[src/rtl/echo_ser_pkg.sv]
// Shared types and header layout for the Echo indication serializer.
package echo_ser_pkg;

    typedef enum logic [1:0] {
        WI_HDR  = 2'd0,
        WI_METH = 2'd1,
        WI_V    = 2'd2
    } widx_e;

    localparam int PKT_LEN  = 3;
    localparam int CHAN_LSB = 16;
    localparam int SEQ_LSB  = 8;
    localparam int LEN_LSB  = 0;

    typedef struct packed {
        logic [31:0] meth;
        logic [31:0] v;
    } echo_msg_t;

endpackage

[src/rtl/msg_fifo.sv]
// Synchronous FIFO of echo messages; the head entry is visible without a pop.
module msg_fifo
    import echo_ser_pkg::*;
#(
    parameter int DEPTH = 4
) (
    input  logic                     clk_i,
    input  logic                     rst_i,
    input  logic                     push_i,
    input  echo_msg_t                data_i,
    input  logic                     pop_i,
    output echo_msg_t                head_o,
    output logic [$clog2(DEPTH):0]   count_o
);

    localparam int AW = $clog2(DEPTH);
    localparam logic [AW-1:0] PTR_ONE = AW'(1);
    localparam logic [AW:0]   CNT_ONE = (AW+1)'(1);

    echo_msg_t      mem_q [DEPTH];
    logic [AW-1:0]  wptr_q;
    logic [AW-1:0]  rptr_q;
    logic [AW:0]    count_q;

    // Pointers wrap naturally because DEPTH is a power of two.
    always_ff @(posedge clk_i or posedge rst_i) begin
        if (rst_i) begin
            wptr_q  <= '0;
            rptr_q  <= '0;
            count_q <= '0;
        end else begin
            if (push_i) wptr_q <= wptr_q + PTR_ONE;
            if (pop_i)  rptr_q <= rptr_q + PTR_ONE;
            case ({push_i, pop_i})
                2'b10:   count_q <= count_q + CNT_ONE;
                2'b01:   count_q <= count_q - CNT_ONE;
                default: count_q <= count_q;
            endcase
        end
    end

    always_ff @(posedge clk_i) begin
        if (push_i) mem_q[wptr_q] <= data_i;
    end

    assign head_o  = mem_q[rptr_q];
    assign count_o = count_q;

endmodule

[src/rtl/echo_indication_serializer.sv]
// Serializes indication_heard calls into 3-word packets (header, meth, v) on out_enq.
// Optional macro ECHO_SER_SEQNUM_EN adds an 8-bit packet counter in header bits [15:8].
module echo_indication_serializer
    import echo_ser_pkg::*;
#(
    parameter int          DEPTH      = 4,
    parameter logic [15:0] CHANNEL_ID = 16'h0005
) (
    input  logic                       CLK,
    input  logic                       RST,
    input  logic                       indication_heard__ENA,
    input  logic [31:0]                indication_heard_meth,
    input  logic [31:0]                indication_heard_v,
    output logic                       indication_heard__RDY,
    output logic                       out_enq__ENA,
    output logic [31:0]                out_enq_v,
    input  logic                       out_enq__RDY,
    output logic [$clog2(DEPTH):0]     pending
);

    localparam int CW = $clog2(DEPTH) + 1;
    localparam logic [CW-1:0] FULL = CW'(DEPTH);

    widx_e           widx_q;
    echo_msg_t       inMsg;
    echo_msg_t       head;
    logic [CW-1:0]   count;
    logic            valid;
    logic            xfer;
    logic            push;
    logic            pop;
    logic [7:0]      seqField;
    logic [31:0]     hdrWord;
    logic [31:0]     outWord;

    assign inMsg = '{meth: indication_heard_meth, v: indication_heard_v};

    // No bypass: readiness is taken from the registered count only.
    assign indication_heard__RDY = (count != FULL);
    assign push         = indication_heard__ENA && indication_heard__RDY;
    assign valid        = (count != '0);
    assign out_enq__ENA = valid && out_enq__RDY;
    assign xfer         = out_enq__ENA;
    assign pop          = xfer && (widx_q == WI_V);
    assign pending      = count;

    msg_fifo #(.DEPTH(DEPTH)) u_fifo (
        .clk_i   (CLK),
        .rst_i   (RST),
        .push_i  (push),
        .data_i  (inMsg),
        .pop_i   (pop),
        .head_o  (head),
        .count_o (count)
    );

    always_ff @(posedge CLK or posedge RST) begin
        if (RST) begin
            widx_q <= WI_HDR;
        end else if (xfer) begin
            case (widx_q)
                WI_HDR:  widx_q <= WI_METH;
                WI_METH: widx_q <= WI_V;
                default: widx_q <= WI_HDR;
            endcase
        end
    end

`ifdef ECHO_SER_SEQNUM_EN
    logic [7:0] seq_q;

    always_ff @(posedge CLK or posedge RST) begin
        if (RST) seq_q <= 8'd0;
        else if (pop) seq_q <= seq_q + 8'd1;
    end

    assign seqField = seq_q;
`else
    assign seqField = 8'h00;
`endif

    assign hdrWord = (32'(CHANNEL_ID) << CHAN_LSB) |
                     (32'(seqField)   << SEQ_LSB)  |
                     (32'(PKT_LEN)    << LEN_LSB);

    always_comb begin
        outWord = '0;
        if (valid) begin
            case (widx_q)
                WI_HDR:  outWord = hdrWord;
                WI_METH: outWord = head.meth;
                WI_V:    outWord = head.v;
                default: outWord = '0;
            endcase
        end
    end

    assign out_enq_v = outWord;

endmodule

[config.mk]
export PLATFORM = sky130hd
export DESIGN_NAME = echo_indication_serializer
export DESIGN_NICKNAME = d
export VERILOG_FILES = /design/src/rtl/echo_ser_pkg.sv /design/src/rtl/msg_fifo.sv /design/src/rtl/echo_indication_serializer.sv
export SDC_FILE = /design/constraint.sdc
export NUM_CORES = 1
export LEC_CHECK = 0
export BUFFER_PORTS_ARGS = -buffer_cell sky130_fd_sc_hd__buf_4
export CORE_ASPECT_RATIO = 0.75
export CORE_MARGIN = 2
export CORE_UTILIZATION = 35
export DETAILED_ROUTE_END_ITERATION = 7
export PLACE_DENSITY_LB_ADDON = 0.15
export SETUP_SLACK_MARGIN = 0.4
export SYNTH_ARGS = -nofsm -noshare
export SYNTH_HDL_FRONTEND = slang
export SYNTH_HIERARCHICAL = 1
export SYNTH_SLANG_ARGS = --single-unit
[constraint.sdc]
create_clock -name CLK -period 3.7 [get_ports CLK]
set_input_delay 0.185 -clock CLK [delete_from_list [all_inputs] [get_ports CLK]]
set_output_delay 0.185 -clock CLK [all_outputs]
set_load 0.02 [all_outputs]
# Yosys cells after proc, flatten, opt, wreduce, memory -nomap -nowiden
# Memories as Yosys holds them, arrays and structs flattened.
# Cells that the tools add are included.
# op_classes
n_eq_ne	5
reduce_logical	6
muxes	6
add_sub_neg	4
# ops
operator	count
32-bit one-hot mux with 3 select lines	1
32-bit two-way mux	1
3-bit one-hot mux with 2 select lines	1
2-bit by 1-bit adder with 2-bit output (second input constant)	2
2-bit by 1-bit equality test with 1-bit output (second input constant)	2
2-bit equality test (second input constant)	2
2-bit one-hot mux with 2 select lines	1
3-bit by 1-bit adder with 3-bit output (second input constant)	1
1-bit logical AND	3
3-bit inequality test (second input constant)	1
3-bit nonzero test	1
3-bit by 1-bit subtractor with 3-bit output (second input constant)	1
2-bit zero test	1
1-bit two-way mux	2
2-bit nonzero test	1
# totals
out_inout_bits	37
ff_bits	9
memories	1
ramBits	256
# mem_list
name	depth	word_bits	read_ports	rd_clocked_by_memory_dff	wr	line_no	rtl
u_fifo.mem_q	4	64	1	0	1	msg_fifo.sv:20	echo_msg_t mem_q [DEPTH];

# Depth between registers and ports, before layout
# Gate-level depths: netlist (run 1).
# logic_depth
word_depth	5
ltp_mapped	10
mapped_depth_nobuf	10

# By module
# Netlist (run 1), hierarchy kept.
# by_module_without_submodules
mod	n_inst	cells_each	area_each_um2	seq_area_each_um2
msg_fifo	1	369	9621.7	7862.5
echo_indication_serializer	1	97	713.2	50.0

# Worst setup path before layout (run 1)
# OpenSTA, ideal clock, no wires.
# synth_timing
kind	register to register
startpoint	register u_fifo.count_q[0], in the netlist u_fifo/count_o[0]
endpoint	memory u_fifo/mem_q[0][0] (netlist bit), enable pin
synth_period_minus_slack_ps	3044
arrival_time_ps	2615
setup_slack_ps	656
path_stages_with_launch	5
required_ps	3271
path_buffers	0
cell_sequence	dfrtp_1 -> nor2_1 -> nand2_1 -> and2_1 -> and2_1
# synth_between
elab_chain_cells	4
# synth_lines
element	line_no	rtl
start, declared	msg_fifo.sv:23	logic [AW:0] count_q;
start signal, assigned	msg_fifo.sv:35	2'b10: count_q <= count_q + CNT_ONE;
start signal, assigned	msg_fifo.sv:36	2'b01: count_q <= count_q - CNT_ONE;
start signal, assigned	msg_fifo.sv:37	default: count_q <= count_q;
3-bit inequality test	echo_indication_serializer.sv:39	assign indication_heard__RDY = (count != FULL);
net indication_heard__RDY	echo_indication_serializer.sv:14	output logic indication_heard__RDY,
1-bit logical AND	echo_indication_serializer.sv:40	assign push = indication_heard__ENA && indication_heard__RDY;
net push	echo_indication_serializer.sv:30	logic push;
1-bit two-way mux	msg_fifo.sv:43	if (push_i) mem_q[wptr_q] <= data_i;
1-bit two-way mux (not written as such)	msg_fifo.sv:43	
end, declared	msg_fifo.sv:20	
# The timed path passes the listed nets, and every way through them passes these cells.

# Worst setup path in the final report (run 1)
# layout_timing
startpoint	register widx_q[0]
endpoint	output port out_enq_v[31]
# layout_between
elab_chain_cells	3
# layout_lines
element	line_no	rtl
start, declared	echo_indication_serializer.sv:24	widx_e widx_q;
start signal, assigned	echo_indication_serializer.sv:59	widx_q <= WI_HDR;
start signal, assigned	echo_indication_serializer.sv:62	WI_HDR: widx_q <= WI_METH;
start signal, assigned	echo_indication_serializer.sv:63	WI_METH: widx_q <= WI_V;
2-bit equality test, or another cell as far along	echo_indication_serializer.sv:89	case (widx_q)
32-bit one-hot mux with 3 select lines *	echo_indication_serializer.sv:89	
32-bit two-way mux *	echo_indication_serializer.sv:88	if (valid) begin
end, declared	echo_indication_serializer.sv:16	output logic [31:0] out_enq_v,
# Every way passes the cells marked *; elsewhere a longest branch is shown, timed or not.

==> results of run 1 <==
==> worst register-to-register path: stages (launching register included) <==
cell	delay [ps]
dfrtp_1	540
nor2_1	80
nand2_1	100
and2_1	300
and2_4	660
buf_4	400
==> synthesized netlist by cell type (2+ instances only) <==
| cell type | number | area share (%) |
|---|---|---|
| edfxtp_1 | 256 | 74 |
| mux4_2 | 64 | 14 |
| nor2_1 | 21 | 0.76 |
| a22oi_1 | 18 | 1.3 |
| inv_1 | 13 | 0.47 |
| a22oi_2 | 10 | 1.2 |
| buf_2 | 10 | 0.48 |
| dfrtp_1 | 9 | 2.2 |
| nor2_2 | 9 | 0.54 |
| buf_6 | 8 | 0.87 |
| a21o_1 | 5 | 0.36 |
| and2_1 | 5 | 0.30 |
| ha_1 | 5 | 0.61 |
| a21oi_1 | 4 | 0.19 |
| nand2b_1 | 4 | 0.24 |
| xor2_1 | 4 | 0.34 |
| buf_4 | 3 | 0.22 |
| nand2_1 | 3 | 0.11 |
| and2b_1 | 2 | 0.15 |
| clkbuf_1 | 2 | 0.073 |
| xnor2_1 | 2 | 0.17 |
==> metal layers <==
layer | part of all wire, % | wire length, um | track usage (%) | vias to the layer above
met3 | 4.6 | 1018 | 3.028 | 36
met5 | 0.059 | 13 | 0 | -
met4 | 1.9 | 424 | 3.267 | 2
li1 | - | - | - | 2296
met2 | 49 | 10880 | 24.66 | 112
met1 | 44 | 9672 | 18.94 | 2701
==> power by group <==
part,internal [mW],leakage (nW),switching [mW]
combinational,1.54,1.65,1.72
clock,1.81,0.467,1.09
sequential,3.96,2.45,0.413
total,7.31,4.57,3.22
==> registers in the layout, summed over array words and instances, names as in the netlist <==
name            count
widx_q              2
u_fifo/count_o      3
u_fifo/mem_q      256
u_fifo/wptr_q       2
u_fifo/rptr_q       2
==> stage by stage <==
stage	utilization, %	power [mW]
after floorplan	-	6.563
after global placement	39.85	7.672
after detailed placement	39.85	7.739
after CTS	45.37	10.73
after global routing	45.38	11.06
final	45.38	10.53
==> area by class of cell <==
class,count,area [um2]
Fill cell,2495,15870
Multi-Input combinational cell,164,2206
Tap cell,392,490.5
Antenna cell,1,2.502
Inverter,13,48.80
Sequential cell,265,7920
Timing Repair Buffer,184,1572
Clock buffer,30,686.9
Clock inverter,18,259.0
==> logic make-up (layout without fill, tap and decap cells) <==
kind of cell	count (synthesis)	after routing
flip-flops	265	265
multiplexers	66	66
AND/OR/NAND/NOR	47	47
AO/OA/AOI/OAI	39	39
buffers and inverters	37	245
adder cells (fa/ha/maj)	6	6
XOR/XNOR	6	6
other	0	1
==> worst max-delay path by stage <==
stage	from	endpoint	slack, ps
2_1_floorplan	u_fifo/count_o[0]	u_fifo/mem_q[0][0]	660
3_3_place_gp	widx_q[0]	out_enq_v[25]	1310
3_5_place_dp	u_fifo/count_o[0]	u_fifo/mem_q[0][47]	1240
4_1_cts	widx_q[0]	out_enq_v[25]	710
5_1_grt	widx_q[0]	out_enq_v[31]	530
6_report	widx_q[0]	out_enq_v[31]	770
==> what timing repair did <==
item | 4_1_cts | 5_1_grt
endpoints found under the hold margin | 266 | 0
setup endpoints to repair | 0 | 0
hold buffers | 66 | 0
==> summary.md, run 1 <==
| Metric | Value |
|---|---|
| Async S/R FF share, synth | `3.396%` |
| Worst path most repeated cell | `buf_4` |
| Slowest cell on crit path | `nor2b_4` |
| Max VDD drop | `0.3858 mV` |
| Synth Instances | `466` |
| Yosys warns | `6` |
| Worst R2R Path Depth | `5` |
| Crit path max fanout | `24` |
| Pleak | `4.569 nW` |
| Cell Rows | `54` |
| Cell family with most CP delay | `simple AND/OR/NAND/NOR gates` |
| First-pass GRT wire length | `33590 um` |
| Num CTS Buffers | `27` |
| Worst R2R Setup Slack | `1290 ps` |
| Root buffer cell | `clkbuf_16` |
| Setup crit start kind | `flop` |
| WL/cell | `20.62 um` |
| Finished Layout Cells | `1067` |
| Final wirelength | `22010 um` |
| Crit path cell chain | `nor2b_4 -> buf_4 -> a22oi_1 -> nor2_1 -> buf_4` |
| Clock skew | `12.79 ps` |
| Initial antenna violation count | `2` |
| Sequential element share of the synthesized area | `76.56%` |
| Maxcap violations | `0` |
| CTS tree | `yes` |
| Main combinational cell family by area after synthesis | `multiplexers` |
| Mapped Area | `10330 um2` |
| Post-layout nets | `729` |
| Placed Cells | `952` |
| Fmax | `341.4 MHz` |
| EDFF count, synth | `256` |
| Setup TNS Final | `0 ps` |
| Mux contribution to synthesized area | `14.15%` |
| Routed Antenna Nets | `0` |
| Core Footprint | `29050 um2` |
| Pre-antenna DRT Iters | `4` |
| Clock Latency Late Sink | `530 ps` |
| Max incr delay on CP | `920 ps` |
| Hold Fails Final Rpt | `0` |
| Ports | `105` |
| Vias per cell | `4.824` |
| RSZ-0062 raised after global routing | `false` |
| Min Hold Slack | `91.44 ps` |
| Period utilization | `79.16%` |
| Most frequent cells in the layout | `256 x edfxtp_1, 116 x buf_4, 66 x dlygate4sd3_1` |
| Cell count along the critical path | `5` |
| Post-DP Area | `11580 um2` |
| Worst Path Arrival | `2740 ps` |
| Yosys reg bits | `265` |
| Clock Path Buffers | `3` |
| Die X | `202.4 um` |
| Adder-Cell Fraction of Synth Area | `0.7990%` |
| Fraction of layout cells with a size suffix above 1 | `37.39%` |
| Worst Slack Setup Final | `771.1 ps` |
| RD Place Congestion | `0.6711` |
| Die Ht | `152.8 um` |
| Post-synthesis compound-gate area fraction | `3.329%` |
| Crit path time final | `2929 ps` |
| Largest net degree at the start of global routing | `60` |
| Setup WS pre-CTS | `1238 ps` |
| Hold WC Path Type | `in2async` |
| Most common cell after layout, fill and taps aside | `edfxtp_1` |
| Finished Cell Area | `13190 um2` |
| Clk sinks | `265` |
| Die Footprint | `30930 um2` |
| Vias in the first global route | `5605` |
| Starting Density | `35.57%` |
| Fin. max-slew vios | `0` |
| H-tree depth | `1` |
| Post_cts resized | `0` |
| Drt initial violations | `329` |
| Worst Path Buf+Inv | `2` |
| Post-synthesis simple-gate area fraction | `2.337%` |
| R2R Path End | `u_fifo/mem_q[3][17]` |
| Status | `completed` |
| Total grt overflow | `0` |
| DP Wirelength | `12440 um` |
| Post-Synth XOR/XNOR Area | `0.5085%` |
| CTS clk-pin slew, worst paths | `60 ps` |
| Crit Path Class | `reg2out` |
| CP endpoint kind | `primary output` |
| Syn_nets | `540` |
| Slew at the pin with the worst max-slew slack | `1023 ps` |
| Buffers on Ports | `104` |
| # DRC | `0` |
| DR vias | `5147` |
| Synth Area per Inst | `22.18 um2` |
| Synth cell types | `30` |
| Ys flop type | `edfxtp_1` |
| Req. time, crit path | `3510 ps` |
| Total GRT Usage | `14.40%` |
| Post-CTS Repair Setup Buffers | `0` |
| Worst reg2reg path startpoint | `u_fifo/count_o[0]` |
| Slew margin rel. | `31.64%` |
| Area Growth Syn to Fin | `27.58%` |
| # setup viols final | `0` |
| Power per cell area | `799.0 nW/um2` |
No activity file was read; power rests on OpenSTA's default activity.
==> inputs of run 2 (changes only) <==
--- a/config.mk
+++ b/config.mk
@@ -5,6 +5,7 @@
 export SDC_FILE = /design/constraint.sdc
 export NUM_CORES = 1
 export LEC_CHECK = 0
+export ABC_AREA = 1
 export BUFFER_PORTS_ARGS = -buffer_cell sky130_fd_sc_hd__buf_4
 export CORE_ASPECT_RATIO = 0.75
 export CORE_MARGIN = 2
==> constraint.sdc (replaced) <==
create_clock -name CLK -period 2.45 [get_ports CLK]
set_input_delay 0.1225 -clock CLK [delete_from_list [all_inputs] [get_ports CLK]]
set_output_delay 0.1225 -clock CLK [all_outputs]
set_load 0.02 [all_outputs]
==> run 2 against run 1 <==
Sequential power is 43% higher. Area after synthesis increased by 14%. Sequential share of layout area fell by 9.1 points. Clock power up 68%. Clock skew is 7.7 ps lower. Flip-flop and latch count did not move. Final area rose by 18%. Critical path type unchanged. Largest cell class unchanged.
==> summary.md, run 2 <==
| Metric | Value |
|---|---|
| Vias per cell | `4.674 (-3.1%)` |
| Max VDD drop | `0.4853 mV (+26%)` |
| Yosys warns | `6 (unchanged)` |
| Initial antenna violation count | `0 (-2)` |
| Synth Area per Inst | `11.89 um2 (-46%)` |
| Crit path time final | `2373 ps` |
| Fin. max-slew vios | `0 (unchanged)` |
| Total GRT Usage | `17.67% (+3.3 points)` |
| Status | `completed` |
| Async S/R FF share, synth | `3.396% (unchanged)` |
| Period utilization | `96.87%` |
| Largest net degree at the start of global routing | `65 (+8.3%)` |
| Yosys top cell by area | `edfxtp_1` |
| Top reg by flops | `u_fifo/mem_q` |
| Hold WC Path Type | `in2reg` |
| Cell Rows | `58 (+7.4%)` |
| Crit path max fanout | `9 (-63%)` |
| WL/cell | `19.32 um (-6.3%)` |
| Buffers on Ports | `104 (unchanged)` |
| Sequential element share of the synthesized area | `67.44% (-9.1 points)` |
| Fillers | `3091 (+24%)` |
| Total grt overflow | `0 (unchanged)` |
| Synth Instances | `987 (+110%)` |
| Slew at the pin with the worst max-slew slack | `526.7 ps (-496.6 ps)` |
| Post-layout nets | `1255 (+72%)` |
| Clk sinks | `265 (unchanged)` |
| Mapped Area | `11730 um2 (+14%)` |
| Placed Cells | `1512 (+59%)` |
| Crit Path Class | `reg2out` |
| EDFF count, synth | `256 (unchanged)` |
| Clock skew | `5.099 ps (-7.690 ps)` |
| Top post-synthesis cells by area | `edfxtp_1 66%, nand2_1 8.7%, o211ai_1 5.8%, inv_1 5.6%, o211ai_2 3.9%` |
| Yosys reg bits | `265 (unchanged)` |
| DR vias | `7726 (+50%)` |
| Ys flop type | `edfxtp_1` |
| Root buffer cell | `clkbuf_16` |
| Hold Fails Final Rpt | `0 (unchanged)` |
| # DRC | `0 (unchanged)` |
| RD Place Congestion | `0.7687 (+15%)` |
| Num CTS Buffers | `28 (+3.7%)` |
| Count leader, synth | `nand2_1` |
| Starting Density | `35.30% (-0.27 points)` |
| Power per cell area | `1287 nW/um2 (+61%)` |
| Pre-antenna DRT Iters | `5 (+1)` |
| Maxcap violations | `0 (unchanged)` |
| Pleak | `6.379 nW (+40%)` |
| Final Util | `46.72% (+1.3 points)` |
| Req. time, crit path | `2330 ps (-1180 ps)` |
| Most common cell after layout, fill and taps aside | `edfxtp_1` |
| DP Wirelength | `19100 um (+54%)` |
| Vias in the first global route | `7438 (+33%)` |
| Setup crit start kind | `flop` |
| CP endpoint kind | `primary output` |
| Slew margin rel. | `64.89% (+33 points)` |
| Die Footprint | `35020 um2 (+13%)` |
| Drt initial violations | `515 (+57%)` |
| Max reg flops | `256 (unchanged)` |
| Area Growth Syn to Fin | `32.35%` |
| H-tree depth | `1 (unchanged)` |
| CTS tree | `yes` |
| RSZ-0062 raised after global routing | `true` |
| Ports | `105 (unchanged)` |
| Worst Path Arrival | `2250 ps (-490 ps)` |
| Fmax | `421.4 MHz` |
| # diodes | `0 (-1)` |
| Synth top area share | `65.52% (-8.9 points)` |
| First-pass GRT wire length | `46360 um (+38%)` |
| Synth cell types | `23 (-23%)` |
| Die X | `215.4 um (+6.4%)` |
| Synth top cells by count | `271 x nand2_1, 256 x edfxtp_1, 174 x inv_1, 91 x o211ai_1, 59 x nand3_1` |
| Fraction of layout cells with a size suffix above 1 | `27.43% (-10 points)` |
| CTS clk-pin slew, worst paths | `60 ps (about the same)` |
| Routed Antenna Nets | `0 (unchanged)` |
| Finished Layout Cells | `1653 (+55%)` |
| Syn_nets | `1061 (+96%)` |
| Clock Path Buffers | `3 (unchanged)` |
| Most frequent cells in the layout | `256 x edfxtp_1, 237 x nand2_1, 156 x inv_1` |
| Die Ht | `162.6 um (+6.4%)` |
| Core Footprint | `33240 um2 (+14%)` |
| # setup viols final | `0 (unchanged)` |
| Clock Latency Late Sink | `560 ps (+30 ps)` |
| Final wirelength | `31930 um (+45%)` |
==> run 2: cell types whose count changed after synthesis, moves of 10 or more <==
cell / delta
nand2_1: +268
a22oi_2: -10
nand3_1: +59
buf_2: +15
a22oi_1: -18
nor2_1: -17
inv_1: +161
o211ai_2: +37
buf_6: +19
mux4_2: -64
o211ai_1: +91
==> run 2: area by class of cell <==
cell class,instances,area [um2],share of cell area (%)
clock inverters,22,331.6,2.135
multi-input cells,484,2918,18.79
repair buffers,225,2375,15.29
inverters,177,689.4,4.440
well taps,450,563.0,3.626
clock buffers,30,729.5,4.698
flip-flops and latches,265,7921,51.02
==> run 2: layer usage <==
layer | track usage (%) | share of wire [%]
met5 | 0 | 0
met3 | 2.521 | 4.9
met4 | 3.730 | 1.7
met2 | 27.74 | 45
met1 | 26.13 | 48
==> run 2: critical path, cell delays in order (launching register included) <==
cell and delay [ps]:
dfrtp_4 500, buf_12 180, buf_16 160, clkbuf_16 150, nand2_2 60, o211ai_1 90, nand2_1 110, nand3_1 100
nand2_1 100, nand2_1 50, inv_1 70, buf_6 110
==> run 2: path summary, 6_finish.rpt <==
check,endpoint,start,slack [ps],cells after the start
hold / removal,u_fifo/wptr_q[0],indication_heard__ENA,110,4
max in group asynchronous,widx_q[1],RST,1740,4
hold reg to reg,u_fifo/count_o[0],u_fifo/count_o[0],510,1
min in group asynchronous,u_fifo/rptr_q[0],RST,120,3
setup reg to reg,u_fifo/count_o[2],u_fifo/count_o[0],480,11
setup / recovery,out_enq_v[17],u_fifo/rptr_q[0],80,11
==> run 2: timing repair <==
action,CTS,global route
hold endpoints to repair,267,0
setup buffers,10,2
resized for setup,60,64
pin swaps,19,39
hold buffers,67,0
setup endpoints to repair,34,79
gates cloned,3,7
==> run 2: power by group <==
part / total [mW] / internal, mW / leakage, nW / switching [mW]
Sequential: 6.28 / 5.98 / 2.45 / 0.293
Combinational: 8.84 / 3.40 / 3.41 / 5.45
Clock: 4.87 / 3.09 / 0.521 / 1.78
Total: 20.0 / 12.5 / 6.38 / 7.52
==> run 2: through the flow <==
stage | worst slack, ps | power, mW | setup TNS, ps | instance area, um2 | hold slack, ps
final | 76.78 | 19.99 | 0 | 15530 | 107.7
after global routing | -8.563 | 21.01 | -15.01 | 15530 | 149.7
after CTS | 87.14 | 19.41 | 0 | 15150 | 112.1
after detailed placement | 290.6 | 13.57 | 0 | 12990 | 14.03
after global placement | 345.3 | 13.55 | 0 | 12990 | 12.13
after floorplan | 209.3 | 11.16 | 0 | 11770 | -136.3
==> run 2: logic make-up after synthesis <==
logic type      count (synthesis)  synth area share, %
simple gates                  335                11.37
flops                         265                67.44
compound gates                139                10.26
fa+ha+maj                       6               0.7039
buf+inv                       238                9.928
xor+xnor                        4               0.2987
==> inputs of run 3 (changes only) <==
==> constraint.sdc (replaced) <==
create_clock -name CLK -period 2.45 [get_ports CLK]
set_input_delay 0.245 -clock CLK [delete_from_list [all_inputs] [get_ports CLK]]
set_output_delay 0.245 -clock CLK [all_outputs]
set_load 0.02 [all_outputs]
==> run 3 against run 2 <==
The run now ends with setup timing left. Routed wire length hardly changed. Global-route usage is 0.077 points higher. Cell count is 0.30% lower. Clock power is 18% lower. Clock skew is 1.2 ps higher. Critical path depth is 2 lower. Sequential share of layout area is 0.97 points higher. Hold slack better by 34 ps. First-iteration DRC count is 26% higher. Sequential power hardly changed. Via count is 0.26% higher. Fmax is 5.2% lower.
==> summary.md, run 3 (synthesis gave the netlist of run 2 again) <==
| Metric | Value |
|---|---|
| Initial antenna violation count | `0 (unchanged)` |
| DR vias | `7746 (+0.26%)` |
| WL/cell | `19.39 um (+0.39%)` |
| Max reg flops | `256 (unchanged)` |
| Worst reg2reg path startpoint | `widx_q[0]` |
| Cell Rows | `58 (unchanged)` |
| Vias per cell | `4.700 (+0.56%)` |
| Setup crit start kind | `flop` |
| Area of the multi-input gates | `2879 um2 (-1.3%)` |
| Final Power | `18.98 mW (-5.0%)` |
| Routed Antenna Nets | `0 (unchanged)` |
| Finished Cell Area | `15240 um2 (-1.9%)` |
| Largest net degree at the start of global routing | `65 (unchanged)` |
| Hold WC Path Type | `in2async` |
| FF/Latch Area | `7920 um2 (about the same)` |
| RD Place Congestion | `0.7335 (-4.6%)` |
| Clock skew | `6.348 ps (+1.249 ps)` |
| Ports | `105 (unchanged)` |
| Min Hold Slack | `142.1 ps (+34.45 ps)` |
| Area Growth Syn to Fin | `29.86%` |
| Fmax | `399.4 MHz (-5.2%)` |
| Vias in the first global route | `7443 (+0.067%)` |
| Pleak | `6.261 nW (-1.9%)` |
| CTS clk-pin slew, worst paths | `60 ps (about the same)` |
| Top Usage Layer GRT | `met2` |
| DP Wirelength | `19000 um (-0.52%)` |
| # diodes | `0 (unchanged)` |
| Met2 usage | `27.26% (-0.48 points)` |
| Starting Density | `35.30% (unchanged)` |
| # setup viols final | `5 (+5)` |
| Crit path time final | `2504 ps (+130.4 ps)` |
| RSZ-0062 raised after global routing | `true` |
| Slew margin rel. | `68.26% (+3.4 points)` |
| Die Footprint | `35020 um2 (unchanged)` |
| Clock Latency Late Sink | `550 ps (about the same)` |
| Hold Fails Final Rpt | `0 (unchanged)` |
| Die X | `215.4 um (unchanged)` |
| Worst Path Arrival | `2260 ps (about the same)` |
| Root buffer cell | `clkbuf_16` |
| Num CTS Buffers | `28 (unchanged)` |
| Die Ht | `162.6 um (unchanged)` |
| H-tree depth | `1 (unchanged)` |
| Total grt overflow | `0 (unchanged)` |
| Worst Slack Setup Final | `-53.62 ps (-130.4 ps)` |
| Period utilization | `102.2% (+5.3 points)` |
| CTS tree | `yes` |
| Most common cell after layout, fill and taps aside | `edfxtp_1` |
| Drt initial violations | `650 (+26%)` |
| # DRC | `0 (unchanged)` |
| Fillers | `3103 (+0.39%)` |
| Maxcap violations | `0 (unchanged)` |
| Post-layout nets | `1254 (-0.080%)` |
| Most frequent cells in the layout | `256 x edfxtp_1, 241 x nand2_1, 160 x inv_1` |
| Post-DP Area | `12960 um2 (-0.23%)` |
| Clk sinks | `265 (unchanged)` |
| Req. time, crit path | `2200 ps (-130 ps)` |
| Max VDD drop | `0.6362 mV (+31%)` |
| Status | `finished with violations` |
| Clock Path Buffers | `3 (unchanged)` |
| Top reg by flops | `u_fifo/mem_q` |
| Setup WS pre-CTS | `379.9 ps (+89.28 ps)` |
| Crit path max fanout | `16 (+7)` |
| Slew at the pin with the worst max-slew slack | `476.1 ps (-50.54 ps)` |
| Pre-antenna DRT Iters | `7 (+2)` |
| Met3 usage | `2.951% (+0.43 points)` |
| Total GRT Usage | `17.74% (+0.077 points)` |
| GRT met1 Usage | `26.15% (about the same)` |
| Buffers on Ports | `104 (unchanged)` |
| CP startpoint | `u_fifo/rptr_q[0]` |
| CP endpoint kind | `primary output` |
| Crit Path Class | `reg2out` |
| First-pass GRT wire length | `46340 um (about the same)` |
| Fin. max-slew vios | `0 (unchanged)` |
| Power per cell area | `1246 nW/um2 (-3.2%)` |
| Final wirelength | `31960 um (about the same)` |
| Core Footprint | `33240 um2 (unchanged)` |
| Fraction of layout cells with a size suffix above 1 | `25.96% (-1.5 points)` |
| Setup TNS Final | `-89.27 ps (-89.27 ps)` |
| Failing checks | `setup timing` |
==> run 3: cell count changes in the layout (fill, tap and decap cells not counted), sizes merged <==
cell	delta
dlygate4sd3	-1
clkinv	+4
clkinvlp	-1
bufinv	-7
==> run 3: cell type report <==
cell class,instances,share of cell area [%]
Sequential cell,265,51.98
Multi-Input combinational cell,484,18.90
Timing Repair Buffer,224,15.35
Clock buffer,30,4.648
Inverter,177,4.508
Tap cell,450,3.695
Clock inverter,18,0.9198
==> run 3: timing repair <==
item,in CTS,in global routing
hold endpoints to repair,267,0
gates resized for setup,63,44
setup buffers,7,8
pin swaps,37,26
endpoints found under the setup margin,33,138
hold buffers,66,0
cloned,4,7
==> run 3: final timing paths <==
check,to,slack [ps],cells past startpoint
min in group CLK,u_fifo/wptr_q[0],220,4
setup / recovery,out_enq_v[6],-50,9
hold reg to reg,u_fifo/count_o[0],510,1
max in group asynchronous,u_fifo/rptr_q[0],1940,3
hold / removal,widx_q[1],140,3
setup reg to reg,u_fifo/count_o[2],420,10
==> run 3: per-layer routing <==
layer  part of all wire, %  up-vias
met5                     0        -
met4                   2.2        0
met3                   5.2       44
met2                    45      211
met1                    48     3746
li1                      -     3745
==> run 3: through the flow <==
| step | cells | utilization (%) |
|---|---|---|
| finish | 1648 | 45.84 |
| CTS | 1633 | 44.67 |
| detailed placement | 1508 | 38.99 |
| global placement | 1508 | 38.99 |
| global route | 1648 | 45.84 |
| floorplan | 987 | - |
==> run 3: where the power goes <==
| group | internal (mW) | total, mW | switching [mW] | leakage (nW) |
|---|---|---|---|---|
| Clock | 2.27 | 3.97 | 1.70 | 0.420 |
| Sequential | 5.98 | 6.26 | 0.280 | 2.45 |
| Combinational | 3.31 | 8.75 | 5.44 | 3.39 |
==> run 3: critical path, cell delays in order, from the launching register on <==
cell and delay, ps:
dfrtp_4 530, buf_12 180, clkbuf_16 190, o211ai_1 190, nand2_1 90, nand3_1 170
nand2_1 80, nand2_1 80, inv_1 40, buf_4 150
